`src/rtl/display_channel_scheduler_if.sv`:
```
// rtl/display_channel_scheduler_if.sv - channel samples, user controls and display-side outputs
interface display_channel_scheduler_if;
    logic [15:0] ch0_data;
    logic        ch0_valid;
    logic [15:0] ch1_data;
    logic        ch1_valid;
    logic [15:0] ch2_data;
    logic        ch2_valid;
    logic        mode_auto;
    logic        next_req;
    logic        freeze;
    logic [15:0] num;
    logic [1:0]  chan_sel;
    logic [2:0]  chan_leds;
    logic        num_update;

    modport master (
        output ch0_data, ch0_valid, ch1_data, ch1_valid, ch2_data, ch2_valid,
        output mode_auto, next_req, freeze,
        input  num, chan_sel, chan_leds, num_update
    );

    modport slave (
        input  ch0_data, ch0_valid, ch1_data, ch1_valid, ch2_data, ch2_valid,
        input  mode_auto, next_req, freeze,
        output num, chan_sel, chan_leds, num_update
    );
endinterface

```
`src/rtl/display_channel_scheduler.sv`:
```
// rtl/display_channel_scheduler.sv - rotates three shadowed sample channels onto one hex display
module display_channel_scheduler #(
    parameter int TICK_DIV = 100000,
    parameter int DWELL_MS = 2000
) (
    input  logic                         clk,
    input  logic                         rst,
    display_channel_scheduler_if.slave   bus
);
    localparam int PW = (TICK_DIV > 2) ? $clog2(TICK_DIV) : 1;
    localparam int DW = (DWELL_MS > 1) ? $clog2(DWELL_MS) : 1;
    localparam logic [PW-1:0] PRESC_MAX = PW'(TICK_DIV - 1);
    localparam logic [DW-1:0] DWELL_MAX = DW'(DWELL_MS - 1);

    typedef enum logic [1:0] {ST_WAIT, ST_SHOW, ST_FROZEN} state_t;

    state_t         state, state_nxt;
    logic [PW-1:0]  presc;
    logic [DW-1:0]  dwell, dwell_nxt;
    logic [15:0]    sh0, sh1, sh2;
    logic [2:0]     seen;
    logic [15:0]    num_q, num_nxt;
    logic [1:0]     sel_q, sel_nxt;
    logic [2:0]     leds_q, leds_nxt;
    logic           upd_q;

    logic [2:0]     valid_v, seen_now;
    logic           tick, expire, advance;
    logic [1:0]     inc1, inc2, adv_idx;

    function automatic logic [15:0] pick(input logic [1:0] idx, input logic [2:0] v,
                                         input logic [15:0] d0, input logic [15:0] d1,
                                         input logic [15:0] d2, input logic [15:0] s0,
                                         input logic [15:0] s1, input logic [15:0] s2);
        case (idx)
            2'd0:    pick = v[0] ? d0 : s0;
            2'd1:    pick = v[1] ? d1 : s1;
            default: pick = v[2] ? d2 : s2;
        endcase
    endfunction

    assign valid_v  = {bus.ch2_valid, bus.ch1_valid, bus.ch0_valid};
    assign seen_now = seen | valid_v;
    assign tick     = (presc == PRESC_MAX);
    assign expire   = tick && (dwell == DWELL_MAX) && bus.mode_auto && (state == ST_SHOW);
    assign advance  = (state == ST_SHOW) && !bus.freeze && (bus.next_req || expire);

    // Search forward from the displayed channel, skipping channels never sampled.
    assign inc1    = (sel_q == 2'd2) ? 2'd0 : sel_q + 2'd1;
    assign inc2    = (inc1 == 2'd2) ? 2'd0 : inc1 + 2'd1;
    assign adv_idx = seen_now[inc1] ? inc1 : (seen_now[inc2] ? inc2 : sel_q);

    always_comb begin
        state_nxt = state;
        num_nxt   = num_q;
        sel_nxt   = sel_q;
        dwell_nxt = dwell;
        case (state)
            ST_WAIT: begin
                dwell_nxt = '0;
                if (|valid_v) begin
                    state_nxt = ST_SHOW;
                    sel_nxt   = valid_v[0] ? 2'd0 : (valid_v[1] ? 2'd1 : 2'd2);
                    num_nxt   = pick(sel_nxt, valid_v, bus.ch0_data, bus.ch1_data, bus.ch2_data, sh0, sh1, sh2);
                end
            end
            ST_SHOW: begin
                if (bus.freeze) begin
                    state_nxt = ST_FROZEN;
                end else begin
                    if (advance) begin
                        sel_nxt   = adv_idx;
                        dwell_nxt = '0;
                    end else if (!bus.mode_auto) begin
                        dwell_nxt = '0;
                    end else if (tick) begin
                        dwell_nxt = dwell + 1'b1;
                    end
                    num_nxt = pick(sel_nxt, valid_v, bus.ch0_data, bus.ch1_data, bus.ch2_data, sh0, sh1, sh2);
                end
            end
            ST_FROZEN: begin
                if (!bus.freeze) begin
                    state_nxt = ST_SHOW;
                    dwell_nxt = '0;
                    num_nxt   = pick(sel_q, valid_v, bus.ch0_data, bus.ch1_data, bus.ch2_data, sh0, sh1, sh2);
                end
            end
            default: state_nxt = ST_WAIT;
        endcase
        leds_nxt = (state_nxt == ST_WAIT) ? 3'b000 : (3'b001 << sel_nxt);
    end

    always_ff @(posedge clk) begin
        if (rst) begin
            state  <= ST_WAIT;
            presc  <= '0;
            dwell  <= '0;
            sh0    <= '0;
            sh1    <= '0;
            sh2    <= '0;
            seen   <= '0;
            num_q  <= '0;
            sel_q  <= '0;
            leds_q <= '0;
            upd_q  <= 1'b0;
        end else begin
            state  <= state_nxt;
            presc  <= tick ? '0 : presc + 1'b1;
            dwell  <= dwell_nxt;
            if (bus.ch0_valid) sh0 <= bus.ch0_data;
            if (bus.ch1_valid) sh1 <= bus.ch1_data;
            if (bus.ch2_valid) sh2 <= bus.ch2_data;
            seen   <= seen_now;
            num_q  <= num_nxt;
            sel_q  <= sel_nxt;
            leds_q <= leds_nxt;
            upd_q  <= (num_nxt != num_q) || (sel_nxt != sel_q);
        end
    end

    assign bus.num        = num_q;
    assign bus.chan_sel   = sel_q;
    assign bus.chan_leds  = leds_q;
    assign bus.num_update = upd_q;
endmodule

```
`src/flat_wrapper.sv`:
```
// flat-port wrapper written by rule: the top's interface ports become plain ports
module display_channel_scheduler_flat 
#(
    parameter int TICK_DIV = 100000,
    parameter int DWELL_MS = 2000
)
  (clk, rst, bus_ch0_data, bus_ch0_valid, bus_ch1_data, bus_ch1_valid, bus_ch2_data, bus_ch2_valid, bus_mode_auto, bus_next_req, bus_freeze, bus_num, bus_chan_sel, bus_chan_leds, bus_num_update);
  display_channel_scheduler_if bus_i ();
  input  logic clk;
  input  logic rst;
  input wire logic [$bits(bus_i.ch0_data)-1:0] bus_ch0_data;
  input wire logic [$bits(bus_i.ch0_valid)-1:0] bus_ch0_valid;
  input wire logic [$bits(bus_i.ch1_data)-1:0] bus_ch1_data;
  input wire logic [$bits(bus_i.ch1_valid)-1:0] bus_ch1_valid;
  input wire logic [$bits(bus_i.ch2_data)-1:0] bus_ch2_data;
  input wire logic [$bits(bus_i.ch2_valid)-1:0] bus_ch2_valid;
  input wire logic [$bits(bus_i.mode_auto)-1:0] bus_mode_auto;
  input wire logic [$bits(bus_i.next_req)-1:0] bus_next_req;
  input wire logic [$bits(bus_i.freeze)-1:0] bus_freeze;
  output wire logic [$bits(bus_i.num)-1:0] bus_num;
  output wire logic [$bits(bus_i.chan_sel)-1:0] bus_chan_sel;
  output wire logic [$bits(bus_i.chan_leds)-1:0] bus_chan_leds;
  output wire logic [$bits(bus_i.num_update)-1:0] bus_num_update;
  assign bus_i.ch0_data = bus_ch0_data;
  assign bus_i.ch0_valid = bus_ch0_valid;
  assign bus_i.ch1_data = bus_ch1_data;
  assign bus_i.ch1_valid = bus_ch1_valid;
  assign bus_i.ch2_data = bus_ch2_data;
  assign bus_i.ch2_valid = bus_ch2_valid;
  assign bus_i.mode_auto = bus_mode_auto;
  assign bus_i.next_req = bus_next_req;
  assign bus_i.freeze = bus_freeze;
  assign bus_num = bus_i.num;
  assign bus_chan_sel = bus_i.chan_sel;
  assign bus_chan_leds = bus_i.chan_leds;
  assign bus_num_update = bus_i.num_update;
  display_channel_scheduler #(.TICK_DIV(TICK_DIV), .DWELL_MS(DWELL_MS)) u_core (.clk(clk), .rst(rst), .bus(bus_i));
endmodule
```
`config.mk`:
```
export PLATFORM = sky130hd
export DESIGN_NAME = display_channel_scheduler_flat
export DESIGN_NICKNAME = d
export VERILOG_FILES = /design/src/rtl/display_channel_scheduler_if.sv /design/src/rtl/display_channel_scheduler.sv /design/src/flat_wrapper.sv
export SDC_FILE = /design/constraint.sdc
export NUM_CORES = 1
export LEC_CHECK = 0
export ABC_CLOCK_PERIOD_IN_PS = 7800
export CORE_AREA = 3 3 136 85
export DETAILED_ROUTE_END_ITERATION = 8
export DIE_AREA = 0 0 139 88
export PLACE_DENSITY = 0.86
export SLEW_MARGIN = 25
export SYNTH_ARGS = -nofsm -noshare
export SYNTH_HDL_FRONTEND = slang
export SYNTH_SLANG_ARGS = --single-unit
export TNS_END_PERCENT = 50
```
`constraint.sdc`:
```
create_clock -name clk -period 7.8 [get_ports clk]
set_input_delay 1.56 -clock clk [delete_from_list [all_inputs] [get_ports clk]]
set_output_delay 1.56 -clock clk [all_outputs]
set_load 0.05 [all_outputs]
```
### Word-level counts from Yosys, hierarchy flattened

Cells that the tools add are included.

| word-level totals | value |
|---|---|
| bits in registers | 103 |
| input bits | 56 |
| output and inout bits | 22 |
| logic and storage cells | 87 |

| operators by class | value |
|---|---|
| $add $sub $neg | 4 |
| order comparisons | 2 |
| eq/ne operators | 14 |
| shift-type cells | 1 |
| multiplexer cells | 36 |
| bitwise logic cells | 1 |
| reductions and logical operators | 18 |

Operator list:

| kind | count |
|---|---|
| $mux W16 | 6 |
| $pmux W16 S2 | 3 |
| $mux W11 | 5 |
| $pmux W16 S3 | 1 |
| $pmux W11 S3 | 1 |
| $mux W2 | 14 |
| $add A17 B1 Y17 const B | 1 |
| $eq A17 B17 Y1 const B | 1 |
| $ne A16 B16 Y1 | 1 |
| $add A11 B1 Y11 const B | 1 |
| $eq A11 B11 Y1 const B | 1 |
| $logic_not A2 Y1 | 5 |
| $eq A2 B1 Y1 const B | 4 |
| $eq A2 B2 Y1 const B | 3 |
| $lt A2 B3 Y1 const B | 2 |
| $pmux W2 S3 | 1 |
| $logic_and A1 B1 Y1 | 5 |
| $add A2 B1 Y2 const B | 2 |
| $bmux W1 S2 | 2 |
| $ne A2 B2 Y1 const B | 2 |
| $ne A4 B2 Y1 const B | 1 |
| $pmux W2 S2 | 1 |
| $reduce_and A4 Y1 | 1 |
| $reduce_or A2 Y1 | 2 |
| other kinds (8) | 10 |

### Depth between registers and ports, before layout

| depth | value |
|---|---|
| word-level depth | 17 |
| depth in mapped cells | 14 |
| depth with buffers taken out | 12 |

### Worst setup path after synthesis

OpenSTA, ideal clock, no wires.

| path | value |
|---|---|
| path type | input to register |
| start point | in bus_ch0_valid |
| end point | reg u_core.upd_q, in the netlist u_core.bus.num_update |
| setup time | 125 ps |
| arrival | 4,374 ps |
| required time | 7,675 ps |
| path slack | 3,301 ps |
| stages | 12 |
| path buffers | 1 |
| cell sequence | clkbuf_1 > o22a_1 > a211oi_1 > o22ai_1 > or2_2 > a21oi_2 > mux2i_1 > a211o_1 > a31oi_1 > and3_1 > a311o_1 > o41a_1 |

| on the way | value |
|---|---|
| cells in the longest elaborated chain, start to end | 14 |

Ends and longest elaborated chain:

| what | line | text |
|---|---|---|
| from (decl) | flat_wrapper.sv:12 | `input wire logic [$bits(bus_i.ch0_valid)-1:0] bus_ch0_valid;` |
| $or A3 B3 Y3 | display_channel_scheduler.sv:43 | `assign seen_now = seen \| valid_v;` |
| $bmux W1 S2 | display_channel_scheduler.sv:51 | `assign adv_idx = seen_now[inc1] ? inc1 : (seen_now[inc2] ? inc2 : sel_q);` |
| $mux W1 (not written as such) | display_channel_scheduler.sv:51 |  |
| $mux W2 (2 in series) | display_channel_scheduler.sv:51 |  |
| $mux W2 | display_channel_scheduler.sv:71 | `if (advance) begin` |
| $mux W2 | display_channel_scheduler.sv:68 | `if (bus.freeze) begin` |
| $mux W2 | display_channel_scheduler.sv:58 | `case (state)` |
| $eq A2 B1 Y1 or $logic_not A2 Y1 (tied branches) | display_channel_scheduler.sv:35 | `case (idx)` |
| $pmux W16 S2 | display_channel_scheduler.sv:35 |  |
| $mux W16 | display_channel_scheduler.sv:68 |  |
| $pmux W16 S3 | display_channel_scheduler.sv:58 |  |
| $ne A16 B16 Y1 | display_channel_scheduler.sv:118 | `upd_q <= (num_nxt != num_q) \|\| (sel_nxt != sel_q);` |
| $logic_or A1 B1 Y1 * | display_channel_scheduler.sv:118 |  |
| to (signal assigned) | display_channel_scheduler.sv:118 |  |
| to (decl) | display_channel_scheduler.sv:25 | `logic upd_q;` |

Every way passes the cells marked *; elsewhere a longest branch is shown, timed or not. The select of a mux whose other input is x is not followed.
A chain may end at the register's enable or synchronous reset.

### Worst setup path after layout

| path | value |
|---|---|
| start point | in bus_freeze |
| end point | reg u_core.upd_q, in the netlist u_core.bus.num_update |

| on the way | value |
|---|---|
| cells in the longest elaborated chain, start to end | 12 |

Ends and longest elaborated chain:

| what | line | text |
|---|---|---|
| from (decl) | flat_wrapper.sv:19 | `input wire logic [$bits(bus_i.freeze)-1:0] bus_freeze;` |
| $logic_not A1 Y1 | display_channel_scheduler.sv:46 | `assign advance = (state == ST_SHOW) && !bus.freeze && (bus.next_req \|\| expire);` |
| $logic_and A1 B1 Y1 (2 in series) | display_channel_scheduler.sv:46 |  |
| $mux W2 | display_channel_scheduler.sv:71 |  |
| $mux W2 | display_channel_scheduler.sv:68 |  |
| $mux W2 | display_channel_scheduler.sv:58 |  |
| $eq A2 B1 Y1 or $logic_not A2 Y1 (tied branches) | display_channel_scheduler.sv:35 |  |
| $pmux W16 S2 | display_channel_scheduler.sv:35 |  |
| $mux W16 | display_channel_scheduler.sv:68 |  |
| $pmux W16 S3 | display_channel_scheduler.sv:58 |  |
| $ne A16 B16 Y1 | display_channel_scheduler.sv:118 |  |
| $logic_or A1 B1 Y1 * | display_channel_scheduler.sv:118 |  |

Marks and branches as above.

==> impl_metrics.py <==
metrics = {
    "floorplanning": {
        "core_sq_mm": 0.0105,
        "dieArea_sq_mm": 0.0122,
        "initial_core_util_pct": 60.7,
        "fp.dieH_um": 88,
        "num_io_pins": 78,
        "num_rows": 29,
        "fp.dieW_um": 139,
    },
    "timing": {
        "fmax_ghz": 0.168,
        "setup_viol": 0,
        "fin_ws_ps": 1840,
        "min_period_ps": 5960,
        "hold_viol": 0,
        "setup_tns_ps": 0,
        "relSlewSlack_pct": 33.1,
        "worstMarginPinSlew_ps": 994,
        "period_share_pct": 76.4,
        "fin_skew_ps": 7.53,
        "rsz0062_at_grt": "false",
        "finalMaxSlewViolations": 0,
    },
    "clock_tree": {
        "cts_root_buf": "clkbuf_16",
        "clock_sinks": 103,
        "insertion_delay_ps": 350,
        "cts-buffers-inserted": 9,
        "htreeDepth": 3,
        "cts_resized": 0,
        "cts.hold.buffers_added": 0,
        "cts.clk_slew.worst_paths_ps": 70,
        "post_cts_buffers": 0,
        "clockBufferDepth": 2,
        "cts_tree": "yes",
    },
    "placed_design": {
        "post-place-ws_ps": 1710,
        "gp_congestion": 1.12,
        "portBuffers": 77,
        "hpwlAfterDp_um": 16600,
    },
    "pwr": {
        "total_power_uw": 1480,
        "power_leakage_uw": 0.00293,
        "powerDensity_mw_per_mm2": 198,
        "vdd_drop_max_v": 0.000196,
    },
    "layout": {
        "fin_util_pct": 71.6,
        "n_fill_cell": 810,
        "diodes": 0,
        "final_cell_mix": "nor2_1 (122), dfxtp_1 (103), nand2_1 (87)",
        "num-nets-final": 923,
        "drive_gt1_share_pct": 6.57,
        "final_common_cell": "nor2_1",
        "area_delta_synth_final_pct": 17.9,
    },
    "synth": {
        "synthFlopType": "dfxtp_1",
        "synth-async-reset-ratio_pct": 0,
        "synth.distinct_cells": 76,
        "synth_area_per_cell_sq_um": 7.79,
        "yosysWarnings": 0,
        "synth_area_sq_mm": 0.00634,
        "syn_inst": 815,
        "synth.net_count": 873,
        "synth_seq_area_share_pct": 32.5,
        "synth-edff-count": 0,
        "synth_seq_cells": 103,
    },
    "routing": {
        "num_vias": 6985,
        "wirelength_um": 23000,
        "vias_per_cell": 6.94,
        "wl_per_cell_um": 22.8,
        "drtAntennaViolNets": 0,
        "drt_iter0_markers": 937,
        "dr.pass1.iters": 6,
        "drc": 0,
    },
    "global_routing": {
        "grt_pass1_vias": 6448,
        "antenna_found_initial": 0,
        "grt-ovfl-total": 0,
        "grt_pass1_wl_um": 35500,
        "grt_usage_pct": 36.8,
        "grt_max_degree": 62,
    },
    "outcome": {
        "status": "finished clean",
    },
    "min_path": {
        "hold_path.class": "reg2reg",
    },
    "critical_path": {
        "critPathKind": "in2reg",
        "critPathLaunchType": "primary input",
        "cp_max_fo": 19,
        "crit_arrival_ps": 6200,
        "endpoint_kind": "register",
        "crit_required_ps": 8030,
    },
    "job": {
        "maxCapViolations": 0,
    },
}
layout make-up:
class / instances / area (sq um) / share of cell area [%]
Sequential cell: 103 / 2060 / 27.6
Multi-Input combinational cell: 644 / 4010 / 53.7
Clock buffer: 9 / 225 / 3.01
Inverter: 17 / 63.8 / 0.853
Tap cell: 139 / 174 / 2.33
Clock inverter: 5 / 82.6 / 1.10
Timing Repair Buffer: 90 / 858 / 11.5
cells in the mapped netlist, types with 9 or more instances:
cell type | n | area share, %
dfxtp_1 | 103 | 32
inv_1 | 12 | 0.71
xor2_1 | 16 | 2.2
clkbuf_1 | 36 | 2.1
nand4_1 | 14 | 1.4
nand2_1 | 87 | 5.1
a211oi_1 | 9 | 1.1
mux2i_1 | 64 | 10
o21ai_0 | 60 | 4.7
a21boi_0 | 12 | 1.4
nor2_1 | 122 | 7.2
o22ai_1 | 14 | 1.4
and3_1 | 11 | 1.1
a21oi_1 | 46 | 3.6
and2_1 | 9 | 0.89
a221oi_1 | 11 | 1.5
nand3_1 | 20 | 1.6
o211ai_1 | 12 | 1.4
sequential cells by signal, summed over array words and instances (netlist names), 3 cells and up:
name	count
u_core.sh2	16
u_core.sh0	16
u_core.bus.num	16
u_core.dwell	11
u_core.sh1	16
u_core.bus.chan_leds	3
u_core.seen	3
u_core.presc	17
metrics by stage:
step,instances,cell area (sq um),hold WS [ps]
floorplan,815,6340,430
global placement,993,7170,443
detailed placement,993,7170,477
CTS,1007,7480,492
global route,1007,7480,516
finish,1007,7480,483
cell families after synthesis:
| kind of cell | synth area share [%] |
|---|---|
| and+or+nand+nor | 22.1 |
| AOI/OAI and AO/OA | 25.9 |
| DFF | 32.5 |
| muxes | 11.8 |
| buffers and inverters | 4.32 |
| xor gates and xnor gates | 3.04 |
| adders and majority gates | 0.394 |
critical path, cell delays in order:
cell and delay, ps:
clkdlybuf4s50_1 1010, clkinv_1 710, nand3_1 570, o22ai_1 150
or2_2 340, a21oi_2 400, mux2_4 350, mux2i_1 230
o21ai_1 140, a311o_1 370, o41a_1 360
report_power, final:
part	total [uW]	leakage (uW)	switching, uW	internal [uW]
sequential	583	0.000846	28.7	555
combinational	413	0.00193	262	150
clock	487	0.000152	207	280
path summary, 6_finish.rpt:
kind	end	from	cells after the start	slack, ps
max reg2reg	u_core.bus.num_update	u_core.presc[8]	11	3160
max	u_core.bus.num_update	bus_freeze	11	1840
min	u_core.presc[0]	u_core.presc[0]	1	480
min reg2reg	u_core.presc[0]	u_core.presc[0]	1	480
routing by layer:
layer	part of all wire [%]	GRT usage [%]	wire, um
met4	5.0	19.0	1150
met3	13	6.98	2890
met1	42	51.5	9620
met2	41	54.3	9340
met5	0	0	0
(Power assumes the default switching activity.)
